<file path="src/rtl/dcache_direct.sv">
// rtl/dcache_direct.sv - direct-mapped write-back write-allocate data cache
module dcache_direct #(
    parameter int NUM_LINES = 8
) (
    input  logic         clk,
    input  logic         reset,
    input  logic         req_valid,
    input  logic         req_write,
    input  logic         req_byte,
    input  logic [31:0]  req_addr,
    input  logic [31:0]  req_wdata,
    output logic [31:0]  rdata,
    output logic         dhit,
    output logic         mem_req,
    output logic         mem_write,
    output logic [31:0]  mem_addr,
    output logic [127:0] mem_wdata,
    input  logic [127:0] mem_rdata,
    input  logic         mem_ready
);
    localparam int IDX_W = $clog2(NUM_LINES);
    localparam int TAG_W = 28 - IDX_W;

    typedef enum logic [1:0] {IDLE, WRITEBACK, FILL} state_t;
    state_t state;

    logic [NUM_LINES-1:0] valid_q;
    logic [NUM_LINES-1:0] dirty_q;
    logic [TAG_W-1:0]     tag_q  [NUM_LINES];
    logic [31:0]          data_q [NUM_LINES][4];
    logic [27:0]          fill_line_q;

    logic [IDX_W-1:0] idx;
    logic [1:0]       word;
    logic [TAG_W-1:0] tag;
    logic [IDX_W-1:0] fill_idx;
    logic [TAG_W-1:0] fill_tag;
    logic             hit;

    assign idx      = req_addr[4 +: IDX_W];
    assign word     = req_addr[3:2];
    assign tag      = req_addr[31 -: TAG_W];
    assign fill_idx = fill_line_q[IDX_W-1:0];
    assign fill_tag = fill_line_q[27 -: TAG_W];

    assign hit   = (state == IDLE) && req_valid && valid_q[idx] && (tag_q[idx] == tag);
    assign dhit  = (state == IDLE) ? (~req_valid | hit) : 1'b0;
    assign rdata = hit ? data_q[idx][word] : 32'h0;

    // The fill line is latched at miss detect so a dropped request cannot retarget the install.
    always_ff @(posedge clk) begin
        if (reset) begin
            state       <= IDLE;
            valid_q     <= '0;
            dirty_q     <= '0;
            mem_req     <= 1'b0;
            mem_write   <= 1'b0;
            mem_addr    <= '0;
            mem_wdata   <= '0;
            fill_line_q <= '0;
        end else begin
            case (state)
                IDLE: begin
                    if (req_valid) begin
                        if (hit) begin
                            if (req_write) begin
                                dirty_q[idx] <= 1'b1;
                                if (req_byte)
                                    data_q[idx][word][{req_addr[1:0], 3'b000} +: 8] <= req_wdata[7:0];
                                else
                                    data_q[idx][word] <= req_wdata;
                            end
                        end else begin
                            fill_line_q <= req_addr[31:4];
                            mem_req     <= 1'b1;
                            if (valid_q[idx] && dirty_q[idx]) begin
                                state     <= WRITEBACK;
                                mem_write <= 1'b1;
                                mem_addr  <= {tag_q[idx], idx, 4'h0};
                                mem_wdata <= {data_q[idx][3], data_q[idx][2],
                                              data_q[idx][1], data_q[idx][0]};
                            end else begin
                                state     <= FILL;
                                mem_write <= 1'b0;
                                mem_addr  <= {req_addr[31:4], 4'h0};
                            end
                        end
                    end
                end
                WRITEBACK: begin
                    if (mem_ready) begin
                        state     <= FILL;
                        mem_write <= 1'b0;
                        mem_addr  <= {fill_line_q, 4'h0};
                    end
                end
                FILL: begin
                    if (mem_ready) begin
                        state                <= IDLE;
                        mem_req              <= 1'b0;
                        valid_q[fill_idx]    <= 1'b1;
                        dirty_q[fill_idx]    <= 1'b0;
                        tag_q[fill_idx]      <= fill_tag;
                        data_q[fill_idx][0]  <= mem_rdata[31:0];
                        data_q[fill_idx][1]  <= mem_rdata[63:32];
                        data_q[fill_idx][2]  <= mem_rdata[95:64];
                        data_q[fill_idx][3]  <= mem_rdata[127:96];
                    end
                end
                default: state <= IDLE;
            endcase
        end
    end
endmodule

</file>
<file path="config.mk">
export PLATFORM = sky130hd
export DESIGN_NAME = dcache_direct
export DESIGN_NICKNAME = d
export VERILOG_FILES = /design/src/rtl/dcache_direct.sv
export SDC_FILE = /design/constraint.sdc
export NUM_CORES = 2
export LEC_CHECK = 0
export ABC_AREA = 1
export CAP_MARGIN = 40
export CELL_PAD_IN_SITES_DETAIL_PLACEMENT = 1
export CELL_PAD_IN_SITES_GLOBAL_PLACEMENT = 2
export CORE_MARGIN = 5
export CORE_UTILIZATION = 40
export CTS_CLUSTER_SIZE = 14
export DETAILED_ROUTE_END_ITERATION = 16
export PLACE_DENSITY = 0.84
export REMOVE_ABC_BUFFERS = 1
export SKIP_CTS_REPAIR_TIMING = 1
export SYNTH_ARGS = -nofsm -noshare
export SYNTH_HDL_FRONTEND = slang
export SYNTH_SLANG_ARGS = --single-unit
</file>
<file path="constraint.sdc">
create_clock -name clk -period 6.1 [get_ports clk]
set_input_delay 1.83 -clock clk [delete_from_list [all_inputs] [get_ports clk]]
set_output_delay 1.83 -clock clk [all_outputs]
set_load 0.01 [all_outputs]
</file>
==> key figures <==
Clocking
  – Clk pin slew, worst setup/hold paths: 0.06 ns
  – CTS Root Cell: clkbuf_16
  – Clock Sinks: ~1400
  – Clk Latency, worst-skew pair: 0.80 ns
  – Clock buffer count from CTS: 154
  – CTS tree: yes
  – Clk buf depth: 3
  – Htree depth: 4

Floorplan
  – Die height: 396 µm
  – Total die area: 0.157 mm²
  – Floorplan row count: 141
  – Core box area: 0.148 mm²
  – IO Pins: between 300 and 400
  – Starting density of the core: between 40% and 50%
  – Die width: 396 µm

Yosys
  – Post-Syn Area: ~0.060 mm²
  – Seq/Total Area, Yosys: 68.4%
  – Mean Syn Cell Area: between 10 and 15 µm²
  – Distinct cell type count after synthesis: 45
  – FF+latch count, synth: approximately 1400
  – Asr flop ratio synth: 0%
  – Post-Synthesis Cells: 5342
  – Ys flop type: edfxtp_1
  – YS warnings: 0
  – Post-synth EDFFs: 1224

Global route
  – Vias in the first global route: 50600
  – Initial antenna violation count: 10
  – Total gr overflow: 0
  – GRT Total Usage: 29.6%
  – Global-route wire length before repair: 344 mm
  – Largest net degree at the start of global routing: 133

Placement
  – Post-Place Worst Slack: -1.22 ns
  – GP Congestion: 0.885
  – Dpl hpwl: approximately 170 mm
  – Port Buffer Count: about 390
  – Placed instance count: 8014

Final layout
  – Fraction of layout cells with a size suffix above 1: 18.1%
  – Commonest cells after routing, fill and taps aside: nand2_1 (1377), edfxtp_1 (1224), buf_4 (645), nand4_1 (364)
  – Area grow syn2layout: 28.6%
  – Nets: 6481
  – Leading cell type in the layout, fill and taps excluded: nand2_1
  – Final core utilization: 51.9%
  – Filler cell count: 15700
  – Final Non-Filler Cells: 8338

Drt
  – Routed met3 length: 22.3 mm
  – Final ANT Viol Nets: 0
  – Detailed Routing Iterations Pass 1: 6
  – Met1 WL: 91.7 mm
  – Drc violations: 0
  – Drt first-iter violations: 4665
  – Average wire per standard cell: 29.0 µm
  – DR top layer: met5
  – DR WL met2: 115 mm
  – Via Count: 49100
  – Final wirelength: 242 mm
  – Vias/cell: 5.88

Critical path
  – R2R depth: 14
  – CP peak stage delay: ~0.35 ns
  – Worst r2r src: state[1]
  – Critical Path Start Type: input port
  – CP endpoint kind: primary output
  – Worst-path cell chain: buf_12 > buf_12 > buf_12 > or2_1 > nand3_2 > nand2_2 > o21bai_1 > nand2_2 > nor2_1 > nand3b_1 > nor2_2 > nand2_1 > nor2_2 > buf_6 > inv_8 > buf_12 > a41oi_4 > buf_6
  – Crit path DAT: 4.38 ns
  – Critical Path Fanout Max: 6
  – Cell mode on critical path: buf_12
  – Reg-to-Reg End: data_q[5][107]
  – Slowest cell on crit path: a41oi_4
  – WS Path Type: in2out
  – R2r setup slk: 1.72 ns
  – CP required: 4.27 ns

Worst hold path
  – Sink of the worst hold path: mem_wdata[80]
  – Hold Path Cell Cnt: 2
  – Hold_sp: mem_wdata[80]
  – Min-delay worst type: reg2reg

Timing
  – Slew Viols, Final: 0
  – Setup Skew: 0.0346 ns
  – Worst slew margin: 38.2%
  – Final Hold Viols: 0
  – Post-layout min period: 6.21 ns
  – Final setup viols: 19
  – Final Worst Setup Slack: -0.112 ns
  – Final period util: 102%
  – RSZ-0062 raised after global routing: true
  – Peak Freq: 161 MHz
  – Worst Tran Pin Value: 0.915 ns

Power and ir drop
  – Net Switching: 5.48 mW
  – Pint: roughly 17 mW
  – Sequential share of power: 48.0%
  – Max VDD drop: 0.000292 V
  – Gate power share: 9.6%
  – Clk pwr share: 42.4%
  – Sw frac: 24.4%
  – P per Cell Area: 292 mW/mm²
  – Leak: 29.0 nW

Job
  – Max Cap Viol: 0

Run status
  – Failing checks: setup timing
  – Status: finished, violations left
[worst max-delay path by stage]
stage,startpoint,endpoint,depth (start not counted)
finish,req_addr[4],rdata[29],18
detailed placement,req_addr[5],rdata[29],19
floorplan,req_valid,data_q[0][0],8
global placement,req_addr[5],rdata[29],19
global route,req_addr[4],rdata[29],21
CTS,req_addr[5],rdata[27],19
[sequential cells by signal (all words and copies together), names as in the netlist]
register / flops
data_q: 1024
dirty_q: 8
fill_line_q: 28
mem_addr: 28
mem_req: 1
mem_wdata: 128
mem_write: 1
state: 2
tag_q: 200
valid_q: 8
[layout make-up]
class | count | area [µm²] | area share (%)
timing repair buffer | 1138 | 10700 | 13.9
inverter | 352 | 1360 | 1.77
multi-input combinational | 3204 | 16500 | 21.4
antenna | 5 | 12.5 | 0.0163
clock inverter | 89 | 906 | 1.18
clock buffer | 192 | 4200 | 5.47
sequential | 1428 | 40800 | 53.1
tap | 1930 | 2410 | 3.14
[cell usage after synthesis, types with 2 or more instances]
cell type | count | area, µm²
o211ai_1 | 2 | 15.0
nand4_1 | 364 | 2280
a221oi_1 | 144 | 1260
or2_1 | 4 | 25.0
ha_1 | 5 | 62.6
o21bai_1 | 5 | 37.5
a31oi_1 | 30 | 188
a22o_1 | 67 | 587
buf_4 | 20 | 150
inv_2 | 15 | 56.3
nor2_4 | 4 | 45.0
buf_6 | 25 | 282
nand2_1 | 1402 | 5260
buf_2 | 68 | 340
a41oi_1 | 25 | 219
nor2_2 | 4 | 25.0
nand3_2 | 6 | 60.1
clkbuf_1 | 199 | 747
buf_1 | 46 | 173
or2_0 | 6 | 37.5
o21ai_1 | 12 | 60.1
clkinv_1 | 2 | 7.51
o2bb2ai_1 | 54 | 473
dfxtp_1 | 204 | 4080
inv_1 | 334 | 1250
a22oi_1 | 117 | 878
nor3_1 | 2 | 10.0
o2111a_1 | 3 | 33.8
nand2_2 | 3 | 18.8
nand3_1 | 256 | 1280
buf_8 | 2 | 30.0
o22ai_1 | 6 | 37.5
o21ai_0 | 39 | 195
and3_1 | 3 | 18.8
a21oi_1 | 236 | 1180
nand3b_1 | 9 | 67.6
nor2_1 | 388 | 1460
edfxtp_1 | 1224 | 36800
[cells by family (layout without fill, tap and decap cells)]
kind of cell | after synthesis | after routing | synth area share, %
AO/OA/AOI/OAI | 741 | 741 | 8.66
adder cells (fa/ha/maj) | 5 | 5 | 0.105
buffers and inverters | 713 | 1771 | 5.11
flip-flops | 1428 | 1428 | 68.4
other | 1 | 9 | 0.00628
AND/OR/NAND/NOR | 2454 | 2454 | 17.8
[routing by layer]
layer	up-vias	track usage (%)
met5	-	0
met4	4	14.0
met3	595	6.11
met2	2617	48.9
met1	24800	37.5
li1	21100	-
[power by group through the flow]
stage          sequential (mW)  clock (mW)  combinational, mW
2_1_floorplan             11.0           0              0.757
6_report                  10.8        9.51               2.15
3_5_place_dp              11.0           0               2.02
4_1_cts                   10.8        9.59               2.04
5_1_grt                   10.8        10.1               2.25
3_3_place_gp              11.0           0               1.96
[critical path, delay by kind of cell]
family / cells / cell delay (ns)
buf+inv: 7 / 0.92
compound gates: 2 / 0.53
simple gates: 9 / 1.08
[metrics by stage]
stage          hold slack, ns  power, mW  instance area (µm²)  setup TNS (ns)
2_1_floorplan           0.429       11.7                58000        -9988.43
3_3_place_gp            0.444       12.9                70700          -27.71
3_5_place_dp            0.451       13.0                70800          -28.16
4_1_cts                 0.461       22.4                76000          -29.18
5_1_grt                 0.480       23.1                76900           -3.50
6_report                0.459       22.5                76900          -0.684
Note: power is estimated with default switching activity, not from simulation.
